$ cat src/rtl/aa_tile_resolve.sv
// Auto-animation tile resolver: owns the mode-register speed/disable fields,
// snapshots the frame count per line and rewrites tile low bits into a 2-entry FIFO.
module aa_tile_resolve #(
  parameter int TILE_W = 20,
  parameter int ATTR_W = 8
) (
  input  logic              CLK,
  input  logic              RESET,
  input  logic              LSPC_WR,
  input  logic [15:0]       LSPC_WDATA,
  output logic [7:0]        AA_SPEED,
  output logic              AA_DISABLE,
  input  logic [2:0]        AA_COUNT,
  input  logic              LINE_START,
  input  logic              IN_VALID,
  output logic              IN_READY,
  input  logic [TILE_W-1:0] IN_TILE,
  input  logic [ATTR_W-1:0] IN_ATTR,
  output logic              OUT_VALID,
  input  logic              OUT_READY,
  output logic [TILE_W-1:0] OUT_TILE,
  output logic [ATTR_W-1:0] OUT_ATTR
);

  localparam int DEPTH = 2;

  logic [7:0]        r_speed;
  logic              r_disable;
  logic [2:0]        r_snap;
  logic              r_in_ready;
  logic              r_out_valid;
  logic [1:0]        r_count;
  logic              r_wr_ptr;
  logic              r_rd_ptr;
  logic [TILE_W-1:0] r_mem_tile [DEPTH];
  logic [ATTR_W-1:0] r_mem_attr [DEPTH];

  logic              w_push;
  logic              w_pop;
  logic [1:0]        w_count_next;
  logic [TILE_W-1:0] w_res_tile;
  logic              w_unused_wdata;

  // Only speed and the disable bit are architecturally meaningful.
  assign w_unused_wdata = ^{LSPC_WDATA[7:4], LSPC_WDATA[2:0]};

  always_ff @(posedge CLK) begin
    if (RESET) begin
      r_speed   <= 8'd0;
      r_disable <= 1'b0;
    end else if (LSPC_WR) begin
      r_speed   <= LSPC_WDATA[15:8];
      r_disable <= LSPC_WDATA[3];
    end
  end

  always_ff @(posedge CLK) begin
    if (RESET) begin
      r_snap <= 3'd0;
    end else if (LINE_START) begin
      r_snap <= AA_COUNT;
    end
  end

  // Resolution uses the registered snap/disable, so same-cycle updates
  // only affect later beats.
  always_comb begin
    w_res_tile = IN_TILE;
    if (!r_disable) begin
      if (IN_ATTR[3]) begin
        w_res_tile[2:0] = r_snap;
      end else if (IN_ATTR[2]) begin
        w_res_tile[1:0] = r_snap[1:0];
      end
    end
  end

  assign w_push = IN_VALID & r_in_ready;
  assign w_pop  = r_out_valid & OUT_READY;

  always_comb begin
    w_count_next = r_count;
    if (w_push && !w_pop) begin
      w_count_next = r_count + 2'd1;
    end else if (w_pop && !w_push) begin
      w_count_next = r_count - 2'd1;
    end
  end

  always_ff @(posedge CLK) begin
    if (RESET) begin
      r_count     <= 2'd0;
      r_wr_ptr    <= 1'b0;
      r_rd_ptr    <= 1'b0;
      r_in_ready  <= 1'b0;
      r_out_valid <= 1'b0;
    end else begin
      r_count     <= w_count_next;
      r_in_ready  <= (w_count_next < 2'd2);
      r_out_valid <= (w_count_next != 2'd0);
      if (w_push) begin
        r_wr_ptr <= ~r_wr_ptr;
      end
      if (w_pop) begin
        r_rd_ptr <= ~r_rd_ptr;
      end
    end
  end

  generate
    for (genvar gi = 0; gi < DEPTH; gi++) begin : g_entry
      always_ff @(posedge CLK) begin
        if (RESET) begin
          r_mem_tile[gi] <= '0;
          r_mem_attr[gi] <= '0;
        end else if (w_push && (r_wr_ptr == 1'(gi))) begin
          r_mem_tile[gi] <= w_res_tile;
          r_mem_attr[gi] <= IN_ATTR;
        end
      end
    end
  endgenerate

  assign AA_SPEED   = r_speed;
  assign AA_DISABLE = r_disable;
  assign IN_READY   = r_in_ready;
  assign OUT_VALID  = r_out_valid;
  assign OUT_TILE   = r_mem_tile[r_rd_ptr];
  assign OUT_ATTR   = r_mem_attr[r_rd_ptr];

endmodule

$ cat config.mk
export PLATFORM = sky130hd
export DESIGN_NAME = aa_tile_resolve
export DESIGN_NICKNAME = d
export VERILOG_FILES = /design/src/rtl/aa_tile_resolve.sv
export SDC_FILE = /design/constraint.sdc
export NUM_CORES = 1
export LEC_CHECK = 0
export ABC_AREA = 0
export CAP_MARGIN = 10
export CORE_MARGIN = 5
export CORE_UTILIZATION = 45
export CTS_BUF_LIST = sky130_fd_sc_hd__clkbuf_8
export CTS_CLUSTER_SIZE = 25
export DETAILED_ROUTE_END_ITERATION = 12
export PLACE_DENSITY_LB_ADDON = 0.12
export SYNTH_ARGS = -nofsm -noshare
export SYNTH_HDL_FRONTEND = slang
export SYNTH_SLANG_ARGS = --single-unit
$ cat constraint.sdc
create_clock -name CLK -period 2.57 [get_ports CLK]
set_input_delay 0.514 -clock CLK [delete_from_list [all_inputs] [get_ports CLK]]
set_output_delay 0.514 -clock CLK [all_outputs]
set_load 0.05 [all_outputs]
Word-level counts from Yosys, hierarchy flattened. Memory sizes are Yosys's and may differ from the RTL's. A register that Yosys moved wholly into a read port is not among the register bits. Cells that the tools add are included.

Add/subtract/negate cells: 2. $lt $le $gt $ge: 1. Muxes and demuxes: 22. Bitwise logic cells: 8. Reduce and logical (&&, ||, !) cells: 7.

Operator list (number): 20-bit two-way mux (2); 8-bit two-way mux (2); 1-bit two-way mux (13); 2-bit two-way mux (4); 1-bit logical AND (4); 1-bit OR (4); 3-bit two-way mux (1); 2-bit by 1-bit adder with 2-bit output, second input constant (1); 1-bit bitwise AND (2); 1-bit logical NOT (2); 2-bit < comparator, second input constant (1); 1-bit NOT (2); 2-bit nonzero test (1); 2-bit by 1-bit subtractor with 2-bit output, second input constant (1).

Bits in registers: 18. RAM bits: 56. Input bits: 53. Output and inout bits: 39. Logic and storage cells: 50. Memories kept: 2.

Memories: r_mem_tile (depth 2, bits a word 20, read ports 1, clocked after memory_dff 1, write ports 2, RTL line 35) `logic [TILE_W-1:0] r_mem_tile [DEPTH];`; r_mem_attr (depth 2, bits a word 8, read ports 1, clocked after memory_dff 1, write ports 2, RTL line 36) `logic [ATTR_W-1:0] r_mem_attr [DEPTH];`.

Longest topological paths before layout.
Word-level depth: 6. Mapped depth: 5. Gate-level depth less buffers: 4.

Least setup slack after synthesis. Ideal clock, no wire load.

Path kind: register -> register. Start point: register r_in_ready (netlist: IN_READY). End point: memory r_mem_attr[0][0] (enable). Setup time: 419 ps. Data arrival time: 2297 ps. Required time: 2151 ps. Path slack: -146 ps. Cell stages (with the launch flop): 3. Path buffers: 0. Clock period less this slack: 2716 ps. Path through: dfxtp_1 -> nand2_4 -> o21bai_1.

RTL lines: start, declared (RTL line 30) `logic r_in_ready;`; start signal, assigned (RTL line 99) `r_in_ready <= (w_count_next < 2'd2);`; end, declared (RTL line 36).

Worst setup path after layout.
Start point: register r_in_ready (netlist: IN_READY). End point: output port IN_READY.

RTL lines: end, declared (RTL line 16) `output logic IN_READY,`.

No word-level cell between the ends.

==> flow_metrics.py <==
metrics = {
    "status": {
        "status": "finished clean",
    },
    "critical_path": {
        "worst_setup_path_end_kind": "output pin",
        "setup.worst_path.class": "reg2out",
        "crit_path_max_fanout": 6,
        "start_kind": "register",
        "slowest_stage": "clkdlybuf4s50_1",
        "critical_path_depth": 1,
        "crit_family": "buffers and inverters",
        "rrSetupSlack_ns": 0.87,
        "rr_worst_depth": 4,
        "rr_startpoint": "IN_READY",
        "r2r_end": "r_mem_attr[0][5]",
        "crit_start": "IN_READY",
        "critPathRequiredTime_ns": 2.06,
        "cp-endpoint": "IN_READY",
        "crit_buf_inv": 1,
        "crit_path_max_incr_delay_ns": 0.86,
        "critPathArrivalTime_ns": 1.65,
        "path_cells": "clkdlybuf4s50_1",
    },
    "sta": {
        "rsz0062_at_grt": "false",
        "final_hold_viol_count": 0,
        "period_share_pct": 84.1,
        "drv_slew": 0,
        "fin_skew_ns": 0.00695,
        "setup_viol": 0,
        "max_freq_mhz": 463,
        "worst_pin_slew_ns": 0.861,
        "fin_tns_setup_ns": 0,
        "period_minus_slack_ns": 2.16,
        "maxSlewHeadroom_pct": 42.4,
        "holdWs_ns": 0.497,
    },
    "floorplan": {
        "die_area_um2": 8910,
        "io_pins": 92,
        "die_y_um": 94.4,
        "start_util_pct": 46.6,
        "num_rows": 30,
        "core_area_um2": 6870,
        "die_w_um": 94.4,
    },
    "synth": {
        "yosysWarnings": 0,
        "ys_types": 29,
        "ys_seq_elements": 75,
        "synthCells": 228,
        "avgSynthCellArea_um2": 14.1,
        "yosys-top-cells-area": "edfxtp_1 52%, dfxtp_1 12%, mux2_2 9.8%",
        "yosysSeqAreaShare_pct": 64.3,
        "synth_top_area_share_pct": 52.5,
        "syn_nets": 281,
        "synth_top_cell_by_area": "edfxtp_1",
        "netlist_area_um2": 3200,
    },
    "cells_and_area": {
        "fillers": 494,
        "drive_gt1_share_pct": 26.3,
        "final_cell_area_um2": 4640,
        "fin_cells": 416,
        "n_antenna_cell": 0,
        "multiInputGateArea_um2": 1070,
        "final_nets": 368,
        "seq_area_um2": 2060,
        "area_growth_pct": 44.7,
        "fin_util_pct": 67.5,
    },
    "clocking": {
        "post_cts_buffers": 0,
        "cts_resized": 0,
        "cts-root-buf": "clkbuf_8",
        "clk_path_buf_depth": 2,
        "clock-sinks": 75,
        "hold_buffers": 0,
        "cts_buffers": 9,
        "clock_latency_ns": 0.34,
        "path_clk_slew_ns": 0.08,
        "htreeDepth": 3,
        "cts_tree": "built",
    },
    "drt": {
        "drtAntennaViolNets": 0,
        "wl_mm": 6.43,
        "via_count": 2042,
        "drtPass1Iterations": 4,
        "drc": 0,
        "via_per_inst": 4.91,
        "drt_iter0_markers": 74,
        "wl_per_cell_um": 15.5,
    },
    "global_routing": {
        "overflow": 0,
        "grt_max_degree": 29,
        "grt_pass1_wl_mm": 10.3,
        "grt_antenna_before_repair": 0,
        "grtUsageTotal_pct": 15.6,
        "grt_pass1_vias": 2069,
    },
    "placed_design": {
        "placed_area_um2": 4420,
        "portBuffers": 84,
        "dp_hpwl_mm": 4.29,
        "finalWeightedCongestion": 0.776,
        "dp_cells": 400,
    },
    "power_and_ir_drop": {
        "vdd_drop_max_v": 0.000644,
        "p_leak_nw": 1.89,
        "p_per_area_nw_per_um2": 892,
    },
    "min_path": {
        "hold_depth": 2,
        "min_path_type": "reg2reg",
    },
    "job": {
        "drv_cap": 0,
    },
}
-- worst reg2reg max path: stages, from the launching register on --
cell,delay [ns]
dfxtp_1,0.46
nand2_4,0.08
buf_4,0.18
nor3_4,0.62
and2_1,0.23
-- layer usage --
metal  global-route usage (%)  share of wire, %  vias to the layer above
met2                     25.9                51                       65
met1                     18.4                41                      974
li1                         -                 -                      999
met5                        0                 0                        -
met4                     7.22              0.86                        0
met3                     5.02               7.4                        4
-- Yosys cell counts --
cell type	count
a21oi_1	1
a221oi_1	1
a31o_2	1
and2_1	25
and3_1	26
buf_2	6
buf_4	1
buf_6	3
clkbuf_1	3
dfxtp_1	19
edfxtp_1	56
mux2_2	28
mux2i_1	16
nand2_1	1
nand2_2	1
nand2_4	1
nand2b_1	1
nand3_1	1
nand4_1	1
nor2_1	23
nor2_4	1
nor2b_1	2
nor3_4	1
o21ai_1	1
o21bai_1	2
or3_1	1
xnor2_1	2
xnor2_2	1
xor2_1	2
-- cells by family (layout without fill, tap and decap cells) --
group	Yosys count	after routing	synth area share (%)
compound gates	6	6	1.33
simple gates	85	85	15.3
flops	75	75	64.3
xor+xnor	5	5	1.60
mux	44	44	14.8
buf+inv	13	105	2.58
-- worst min path at each step --
stage | to | slack, ns | start
finish | AA_SPEED[7] | 0.50 | AA_SPEED[7]
global route | r_snap[0] | 0.53 | r_snap[0]
CTS | AA_SPEED[5] | 0.50 | AA_SPEED[5]
detailed placement | AA_SPEED[0] | 0.48 | AA_SPEED[0]
global placement | AA_SPEED[0] | 0.47 | AA_SPEED[0]
floorplan | r_snap[0] | 0.46 | r_snap[0]
-- cell usage in the layout, fill, tap and decap left out, drive strengths merged --
cell type and count:
mux2i 16, clkbuf 12, nor2 24, a21oi 1
and3 26, clkinvlp 1, and2 25, o21ai 1
clkdlybuf4s50 56, xnor2 3, clkinv 2, nand4 1
nand2 3, buf 33, nor2b 2, a31o 1
nor3 1, nand2b 1, dfxtp 19, mux2 28
a221oi 1, or3 1, o21bai 2, nand3 1
edfxtp 56, bufinv 1, xor2 2
-- per-stage QoR --
stage | worst slack [ns] | power, mW
2_1_floorplan | 0.449 | 2.50
3_3_place_gp | 0.138 | 3.21
6_report | 0.409 | 4.13
4_1_cts | 0.391 | 4.17
5_1_grt | 0.335 | 4.30
3_5_place_dp | 0.140 | 3.23
-- layout make-up --
class / count / share of cell area, %
multi-input cells: 140 / 23.1
flip-flops and latches: 75 / 44.5
clock inverters: 4 / 1.03
well taps: 96 / 2.59
repair buffers: 89 / 25.3
clock buffers: 12 / 3.56
-- sequential cells by signal, indices dropped and copies added, names as in the netlist, named ones only --
name        cells
r_count         2
OUT_VALID       1
r_snap          3
r_wr_ptr        1
r_rd_ptr        1
r_mem_tile     40
AA_DISABLE      1
AA_SPEED        8
r_mem_attr     16
IN_READY        1
-- power breakdown --
group	internal, mW	total, mW	leakage [nW]	switching [mW]
logic	0.759	1.64	1.04	0.879
registers	1.47	1.55	0.743	0.0766
clock network	0.525	0.948	0.108	0.423
total	2.76	4.13	1.89	1.38
Note: power is estimated with default switching activity, not from simulation.
